==> src/rtl/bram_byte_write_pkg.sv <==
// Shared types and constants for the byte-masked block-RAM write adapter.
// Default word width and its all-ones byte-enable mask live here.
package bram_byte_write_pkg;

  typedef enum logic [1:0] {
    IDLE  = 2'd0,
    READ  = 2'd1,
    WRITE = 2'd2,
    DONE  = 2'd3
  } state_t;

  localparam int DATA_WIDTH = 32;
  localparam int MASK_WIDTH = DATA_WIDTH / 8;
  localparam logic [MASK_WIDTH-1:0] MASK_FULL = {MASK_WIDTH{1'b1}};

endpackage

==> src/rtl/bram_byte_merge.sv <==
// Per-byte merge of new write data over the word previously read from RAM.
// Purely combinational; a set mask bit selects the write byte.
module bram_byte_merge
  import bram_byte_write_pkg::*;
#(
  parameter int WIDTH = DATA_WIDTH
) (
  input  logic [WIDTH-1:0]   rdata,
  input  logic [WIDTH-1:0]   wdata,
  input  logic [WIDTH/8-1:0] wmask,
  output logic [WIDTH-1:0]   merged
);

  always_comb begin
    merged = rdata;
    for (int i = 0; i < WIDTH / 8; i++) begin
      if (wmask[i]) merged[8*i +: 8] = wdata[8*i +: 8];
    end
  end

endmodule

==> src/rtl/bram_byte_write.sv <==
// Byte-masked write adapter in front of a block-RAM slave: partial writes
// become read-modify-write, full writes and reads go straight through.
module bram_byte_write
  import bram_byte_write_pkg::*;
#(
  parameter int WIDTH    = DATA_WIDTH,
  parameter int ADDR_LSH = 2
) (
  input  logic               i_clock,
  input  logic               i_reset,
  input  logic               i_request,
  input  logic               i_rw,
  input  logic [31:0]        i_address,
  input  logic [WIDTH-1:0]   i_wdata,
  input  logic [WIDTH/8-1:0] i_wmask,
  output logic [WIDTH-1:0]   o_rdata,
  output logic               o_ready,
  output logic               o_error,
  output logic               o_bus_request,
  output logic               o_bus_rw,
  output logic [31:0]        o_bus_address,
  output logic [WIDTH-1:0]   o_bus_wdata,
  input  logic [WIDTH-1:0]   i_bus_rdata,
  input  logic               i_bus_ready,
  input  logic               i_bus_valid
);

  localparam int MW = WIDTH / 8;
  localparam logic [31:0] LOW_BITS = 32'((64'd1 << ADDR_LSH) - 64'd1);

  state_t           state;
  logic             first;
  logic             err;
  logic             rw_q;
  logic [31:0]      addr_q;
  logic [WIDTH-1:0] wdata_q;
  logic [WIDTH-1:0] rdata_q;
  logic [WIDTH-1:0] result;
  logic [MW-1:0]    wmask_q;
  logic [WIDTH-1:0] merged;
  logic             accept;

  // The RAM ready is a registered echo of our request, so the value seen in
  // the first cycle of any bus state belongs to the previous access.
  assign accept = i_bus_ready && !first;

  bram_byte_merge #(.WIDTH(WIDTH)) u_merge (
    .rdata  (rdata_q),
    .wdata  (wdata_q),
    .wmask  (wmask_q),
    .merged (merged)
  );

  always_ff @(posedge i_clock or posedge i_reset) begin
    if (i_reset) begin
      state   <= IDLE;
      first   <= 1'b0;
      err     <= 1'b0;
      rw_q    <= 1'b0;
      addr_q  <= '0;
      wdata_q <= '0;
      rdata_q <= '0;
      wmask_q <= '0;
      result  <= '0;
    end else begin
      case (state)
        IDLE: begin
          if (i_request) begin
            rw_q    <= i_rw;
            addr_q  <= i_address & ~LOW_BITS;
            wdata_q <= i_wdata;
            wmask_q <= i_wmask;
            err     <= 1'b0;
            result  <= '0;
            first   <= 1'b1;
            if (!i_rw)                state <= READ;
            else if (i_wmask == '0)   state <= DONE;
            else if (&i_wmask)        state <= WRITE;
            else                      state <= READ;
          end
        end
        READ: begin
          first <= 1'b0;
          if (accept) begin
            rdata_q <= i_bus_rdata;
            result  <= i_bus_rdata;
            err     <= err | !i_bus_valid;
            // An invalid read aborts the RMW before any write is issued.
            if (!rw_q || !i_bus_valid) begin
              state <= DONE;
            end else begin
              state <= WRITE;
              first <= 1'b1;
            end
          end
        end
        WRITE: begin
          first <= 1'b0;
          if (accept) begin
            result <= merged;
            err    <= err | !i_bus_valid;
            state  <= DONE;
          end
        end
        DONE:    state <= IDLE;
        default: state <= IDLE;
      endcase
    end
  end

  assign o_bus_request = (state == READ) || (state == WRITE);
  assign o_bus_rw      = (state == WRITE);
  assign o_ready       = (state == DONE);
  assign o_bus_address = addr_q;
  assign o_bus_wdata   = merged;
  assign o_rdata       = result;
  assign o_error       = err;

endmodule

==> config.mk <==
export PLATFORM = sky130hd
export DESIGN_NAME = bram_byte_write
export DESIGN_NICKNAME = d
export VERILOG_FILES = /design/src/rtl/bram_byte_write_pkg.sv /design/src/rtl/bram_byte_merge.sv /design/src/rtl/bram_byte_write.sv
export SDC_FILE = /design/constraint.sdc
export NUM_CORES = 1
export LEC_CHECK = 0
export BUFFER_PORTS_ARGS = -buffer_cell sky130_fd_sc_hd__clkbuf_2
export CORE_MARGIN = 4
export CORE_UTILIZATION = 55
export CTS_CLUSTER_DIAMETER = 200
export DETAILED_ROUTE_END_ITERATION = 12
export PLACE_DENSITY = 0.88
export SYNTH_ARGS = -nofsm -noshare
export SYNTH_HDL_FRONTEND = slang
export SYNTH_HIERARCHICAL = 1
export SYNTH_SLANG_ARGS = --single-unit
export TNS_END_PERCENT = 100
==> constraint.sdc <==
create_clock -name i_clock -period 7.7 [get_ports i_clock]
set_input_delay 0.385 -clock i_clock [delete_from_list [all_inputs] [get_ports i_clock]]
set_output_delay 0.385 -clock i_clock [all_outputs]
set_load 0.1 [all_outputs]
==> results of run 1 <==
routing by layer:
metal | vias to the layer above | track usage (%) | part of all wire, %
met2 | 168 | 40.0 | 50
met1 | 2168 | 28.3 | 40
met4 | 0 | 6.97 | 1.6
li1 | 1924 | - | -
met3 | 27 | 9.39 | 8.1
met5 | - | 0 | 0
repair_timing:
item                       CTS  global route
hold endpoints to repair    60             0
setup endpoints to repair    0             0
hold buffers                 1             0
resized for setup            0             0
worst max-delay path, stage by stage (launching register included):
cell,delay (ps)
dfrtp_1,420
inv_1,120
ha_1,190
buf_4,250
or2_4,320
a211oi_4,730
buf_4,430
mux2_2,390
through the flow:
step           hold slack (ps)  instance area (um2)  std cells
2_1_floorplan              464                 6150        429
4_1_cts                   75.9                 7790        778
5_1_grt                   63.2                 7790        779
3_3_place_gp               467                 7200        745
6_report                  96.5                 7790        779
3_5_place_dp               487                 7200        745
worst max path at each step:
stage                               to  slack [ps]            startpoint  cells after the start
2_1_floorplan        first$_DFFE_PP0P_        3700               i_reset                      1
3_3_place_gp   o_rdata[31]$_DFFE_PP0P_        4830  state[1]$_DFFE_PP0P_                      7
3_5_place_dp   o_rdata[20]$_DFFE_PP0P_        4730  state[1]$_DFFE_PP0P_                      7
4_1_cts        o_rdata[20]$_DFFE_PP0P_        4700  state[1]$_DFFE_PP0P_                      7
5_1_grt        o_rdata[28]$_DFFE_PP0P_        4570  state[1]$_DFFE_PP0P_                      7
6_report       o_rdata[20]$_DFFE_PP0P_        4730  state[1]$_DFFE_PP0P_                      7
cell usage in the layout, fill, tap and decap left out, types with 2 or more instances in the layout:
master,count
a22oi_1,32
dfrtp_1,135
conb_1,2
a2bb2oi_1,2
clkbuf_8,3
inv_1,2
nor2_1,33
nand2_1,4
clkinv_2,5
buf_4,5
clkbuf_2,201
clkbuf_16,16
mux2_2,129
mux2_4,32
bufinv_16,3
clkbuf_1,4
mux2_1,2
ha_1,6
final cells by class:
cell class	instances	area [um2]	share of cell area [%]
timing repair buffer	207	1050	13.5
sequential	135	3380	43.4
tap	140	175	2.25
clock buffer	23	457	5.86
clock inverter	9	124	1.59
antenna	1	2.50	0.0321
inverter	4	20.0	0.257
multi-input combinational	260	2580	33.1
cells by family (layout without fill, tap and decap cells):
kind of cell | Yosys count | in the layout | synth area share [%]
muxes | 164 | 164 | 32.0
other | 1 | 3 | 0.0610
and+or+nand+nor | 46 | 46 | 3.18
AOI/OAI and AO/OA | 42 | 42 | 5.40
adders and majority gates | 6 | 6 | 1.22
DFF | 135 | 135 | 55.0
buffers and inverters | 34 | 243 | 3.20
registers in the layout, summed over array words and instances, names as in the netlist:
name,flops
o_rdata,32
rdata_q,32
wdata_q,32
o_bus_address,30
wmask_q,4
state,2
first,1
o_error,1
rw_q,1
==> qor.txt, run 1 <==
Vias: 4287
CTS clk-pin slew, worst paths: 60 ps
Utilization after layout: 71.6%
Clock Latency Late Sink: 520 ps
Post-synth EDFFs: 0
CP Capture Type: flip-flop
Final hold vios: 0
Pre-CTS setup slack: 4730 ps
Post-synth top cells: 135 x dfrtp_1, 129 x mux2_2, 33 x nor2_1
Die Width: 114 um
Reg2Reg Depth: 7
Crit Path Class: flip-flop to flip-flop
Die ar.: 12900 um2
Nets: 737
Worst hold endpoint: o_bus_address[24]$_DFFE_PP0P_
Critical Path RT: 8100 ps
CTS tree: done
Post-synth top area share: 55.0%
Mapped Area: 6150 um2
Setup bufs post-CTS: 0
Placer Congestion: 0.785
Ys flop type: dfrtp_1
Area grow syn2layout: 26.8%
Critical path arrival: 3370 ps
Fin Setup TNS: 0 ps
Buffers on Ports: 201
Die height: 114 um
Min-delay src: i_address[24]
Final setup margin: 4730 ps
DRT iter0 DRCs: 181
Hold path depth: 2
Remaining global-route overflow: 0
Type of origin of the critical path: flip-flop
WL/cell: 19.2 um
Leading area contributor after synthesis: dfrtp_1
Slew Limit Headroom: 22.1%
RR Startpoint: state[1]$_DFFE_PP0P_
R2r setup slk: 4730 ps
Post-route ant nets: 0
RSZ-0062 raised after global routing: false
Dpl hpwl: 10.2 mm
Clock root cell: clkbuf_8
H-tree levels: 4
Via density per instance: 5.50
Mapped Cells: 428
R2r endpoint: o_rdata[20]$_DFFE_PP0P_
FMAX: 337 MHz
Rows: 38
Share of cells above drive strength 1: 62.5%
Hold Path Class: primary input to flip-flop
Total GRT Usage: 23.8%
Crit share post-route: 38.6%
Largest net degree at the start of global routing: 76
Max_cap viols: 0
Ranking of synthesized cells by area: dfrtp_1 55%, mux2_2 24%, mux2_4 7.8%
Final setup vio count: 0
# IOs: 206
Sequential share of the synthesized area: 55.0%
Initial Util: 56.4%
Register bit total from synthesis: 135
Syn avg cell area: 14.4 um2
Clk buf depth: 2
Max Slew Vio Count: 0
Core area: 10900 um2
Routed WL: 14.9 mm
Unique masters post-synth: 33
Number of global-route vias before repair: 4776
Initial antenna violation count: 1
DRC Markers: 0
Worst Skew: 6.36 ps
Sink Count: 135
Worst-margin pin slew: 1160 ps
CTS Buf Count: 17
Fill cells: 705
Post-synth ARST share: 100%
First-pass GRT wire length: 24.0 mm
Crit-path max FO: 35
YS warnings: 6
Router iterations before antenna repair: 4
Status: completed
Clock period minus worst slack: 2970 ps
Most frequent cell after synthesis: dfrtp_1
Power of run 1 is not shown: default switching activity piles up to over one toggle a cycle in this logic, so the estimate is an artifact.
==> run 2: changes to the inputs <==
--- a/config.mk
+++ b/config.mk
@@ -5,12 +5,13 @@
 export SDC_FILE = /design/constraint.sdc
 export NUM_CORES = 1
 export LEC_CHECK = 0
+export ABC_AREA = 1
 export BUFFER_PORTS_ARGS = -buffer_cell sky130_fd_sc_hd__clkbuf_2
 export CORE_MARGIN = 4
-export CORE_UTILIZATION = 55
+export CORE_UTILIZATION = 46
 export CTS_CLUSTER_DIAMETER = 200
 export DETAILED_ROUTE_END_ITERATION = 12
-export PLACE_DENSITY = 0.88
+export PLACE_DENSITY = 0.79
 export SYNTH_ARGS = -nofsm -noshare
 export SYNTH_HDL_FRONTEND = slang
 export SYNTH_HIERARCHICAL = 1
==> constraint.sdc (replaced) <==
create_clock -name i_clock -period 2.5 [get_ports i_clock]
set_input_delay 0.125 -clock i_clock [delete_from_list [all_inputs] [get_ports i_clock]]
set_output_delay 0.125 -clock i_clock [all_outputs]
set_load 0.1 [all_outputs]
==> run 2 against run 1 <==
  * First-iteration DRC count up 130%
  * Non-clock buffer count up 108
  * Sequential share of layout area down 5.7 points
  * Hold slack better by 25 ps
  * Routed wire length up 23%
  * Area after synthesis up 0.65%
  * Maximum frequency up 47%
  * Global-route usage up 1.1 points
  * Setup slack worse by 4300 ps
  * Final cell count up 51%
  * Via count up 34%
==> qor.txt, run 2 <==
Fin Setup TNS: 0 ps (unchanged)
Critical Path RT: 2800 ps (-5300 ps)
Vias: 5747 (+34%)
Register bit total from synthesis: 135 (unchanged)
Post-synth top area share: 54.6% (-0.36 points)
Die Width: 124 um (+9.0%)
Clk buf depth: 2 (unchanged)
YS warnings: 6 (unchanged)
Max Slew Vio Count: 0 (unchanged)
Unique masters post-synth: 19 (-42%)
Ys flop type: dfrtp_1
Crit-path max FO: 32 (-8.6%)
Buffers on Ports: 201 (unchanged)
Crit share post-route: 80.8% (+42 points)
H-tree levels: 4 (unchanged)
Sequential share of the synthesized area: 54.6% (-0.36 points)
Largest net degree at the start of global routing: 65 (-14%)
FMAX: 495 MHz (+47%)
Via density per instance: 4.88 (-11%)
Post-synth top cells: 376 x nand2_1, 135 x dfrtp_1, 58 x mux2_2
FF/Latch Area: 3380 um2 (unchanged)
Number of global-route vias before repair: 5950 (+25%)
Post-synth EDFFs: 0 (unchanged)
CTS Buf Count: 17 (unchanged)
Initial Util: 46.9% (-9.5 points)
Status: completed
Final hold vios: 0 (unchanged)
Remaining global-route overflow: 0 (unchanged)
WL/cell: 15.6 um (-18%)
Leading area contributor after synthesis: dfrtp_1
Most frequent cells in the layout: 376 x nand2_1, 199 x clkbuf_2, 135 x dfrtp_1
Ranking of synthesized cells by area: dfrtp_1 55%, nand2_1 23%, mux2_2 11%
Worst-margin pin slew: 931 ps (-231 ps)
Syn avg cell area: 8.98 um2 (-37%)
Post-route ant nets: 0 (unchanged)
CTS resizes: 0 (unchanged)
Core area: 13200 um2 (+21%)
Mapped Area: 6190 um2 (+0.65%)
Initial antenna violation count: 1 (unchanged)
Type of origin of the critical path: flip-flop
Rows: 42 (+11%)
Router iterations before antenna repair: 6 (+2)
# IOs: 206 (unchanged)
Most common cell after layout, fill and taps aside: nand2_1
Total GRT Usage: 24.8% (+1.1 points)
DRC Markers: 0 (unchanged)
Footprint of the multi-input gates: 2510 um2 (-2.6%)
Hold Path Class: primary input to flip-flop
Worst Skew: 10.9 ps (+4.54 ps)
Area grow syn2layout: 45.2%
Max_cap viols: 0 (unchanged)
CTS tree: done
Routed WL: 18.4 mm (+23%)
RSZ-0062 raised after global routing: false
Dpl hpwl: 11.3 mm (+11%)
Hold path depth: 5 (+3)
Critical path arrival: 2320 ps (-1050 ps)
First-pass GRT wire length: 29.3 mm (+22%)
Slew Limit Headroom: 37.8% (+16 points)
Share of cells above drive strength 1: 32.0% (-31 points)
Die ar.: 15400 um2 (+19%)
Nets: 1099 (+49%)
Clock root cell: clkbuf_16
Clock period minus worst slack: 2020 ps (-949 ps)
Final setup vio count: 0 (unchanged)
Setup bufs post-CTS: 0 (unchanged)
Die height: 124 um (+9.0%)
CP Capture Type: flip-flop
Post-synth ARST share: 100% (unchanged)
Most frequent cell after synthesis: nand2_1
Reg2Reg Depth: 5 (-2)
Crit Path Class: flip-flop to flip-flop
R2r setup slk: 480 ps (-4250 ps)
Mapped Cells: 689 (+61%)
Clock Latency Late Sink: 420 ps (-100 ps)
Fill cells: 1006 (+43%)
CTS clk-pin slew, worst paths: 60 ps (about the same)
Sink Count: 135 (unchanged)
Placer Congestion: 0.856 (+9.0%)
DRT iter0 DRCs: 417 (+130%)
## run 2: changes by cell type after synthesis, sizes merged, moves of 2 or more
| cell | delta |
|---|---|
| nand2 | +373 |
| mux2 | -97 |
| o21ai | +36 |
| a22oi | -32 |
| nor2 | -30 |
| inv | +17 |
| buf | +12 |
| clkbuf | -5 |
| nand3 | +4 |
| a2bb2oi | -2 |
## run 2: layout make-up
class,count,share of cell area (%)
Timing Repair Buffer,315,24.4
Tap cell,176,2.45
Multi-Input combinational cell,498,28.0
Clock buffer,20,5.20
Inverter,20,0.878
Antenna cell,2,0.0557
Clock inverter,12,1.39
Sequential cell,135,37.6
## run 2: worst paths after layout
path / from / endpoint
worst max-delay path: state[0]$_DFFE_PP0P_ / o_bus_address[13]$_DFFE_PP0P_
worst min-delay path: i_bus_valid / first$_DFFE_PP0P_
worst max register to register: state[0]$_DFFE_PP0P_ / o_bus_address[13]$_DFFE_PP0P_
worst min register to register: o_rdata[21]$_DFFE_PP0P_ / o_rdata[21]$_DFFE_PP0P_
max in group asynchronous: i_reset / rdata_q[2]$_DFFE_PP0P_
min in group asynchronous: i_reset / o_bus_address[4]$_DFFE_PP0P_
## run 2: cell families after synthesis
family / synth area share (%)
DFF: 54.6
adders and majority gates: 1.21
buffers and inverters: 4.87
muxes: 12.5
and+or+nand+nor: 23.7
AOI/OAI and AO/OA: 3.01
other: 0.0606
## run 2: critical path, cell delays in order, from the launching register on
cell	delay (ps)
dfrtp_1	410
inv_1	100
ha_1	300
nand2_4	400
buf_4	310
mux2_2	370
## run 2: metrics by stage
step	worst slack, ps	std cells	cell area, um2	util [%]	hold slack, ps
after floorplan	191	690	6190	-	235
after global placement	542	1044	7380	56.0	339
after detailed placement	491	1044	7380	56.0	339
after CTS	491	1176	8980	68.1	99.8
after global routing	376	1177	8980	68.1	148
final	480	1178	8980	68.1	122
## run 2: per-layer routing
metal | wire, um | track usage [%]
met1 | 7090 | 29.6
met2 | 9190 | 40.6
met4 | 708 | 14.4
met3 | 1440 | 6.49
met5 | 0 | 0
## run 2: repair_timing
item	CTS	global route
setup endpoints to repair	0	0
hold buffers	100	0
hold endpoints to repair	139	0
Power of run 2 is left out for the same reason.
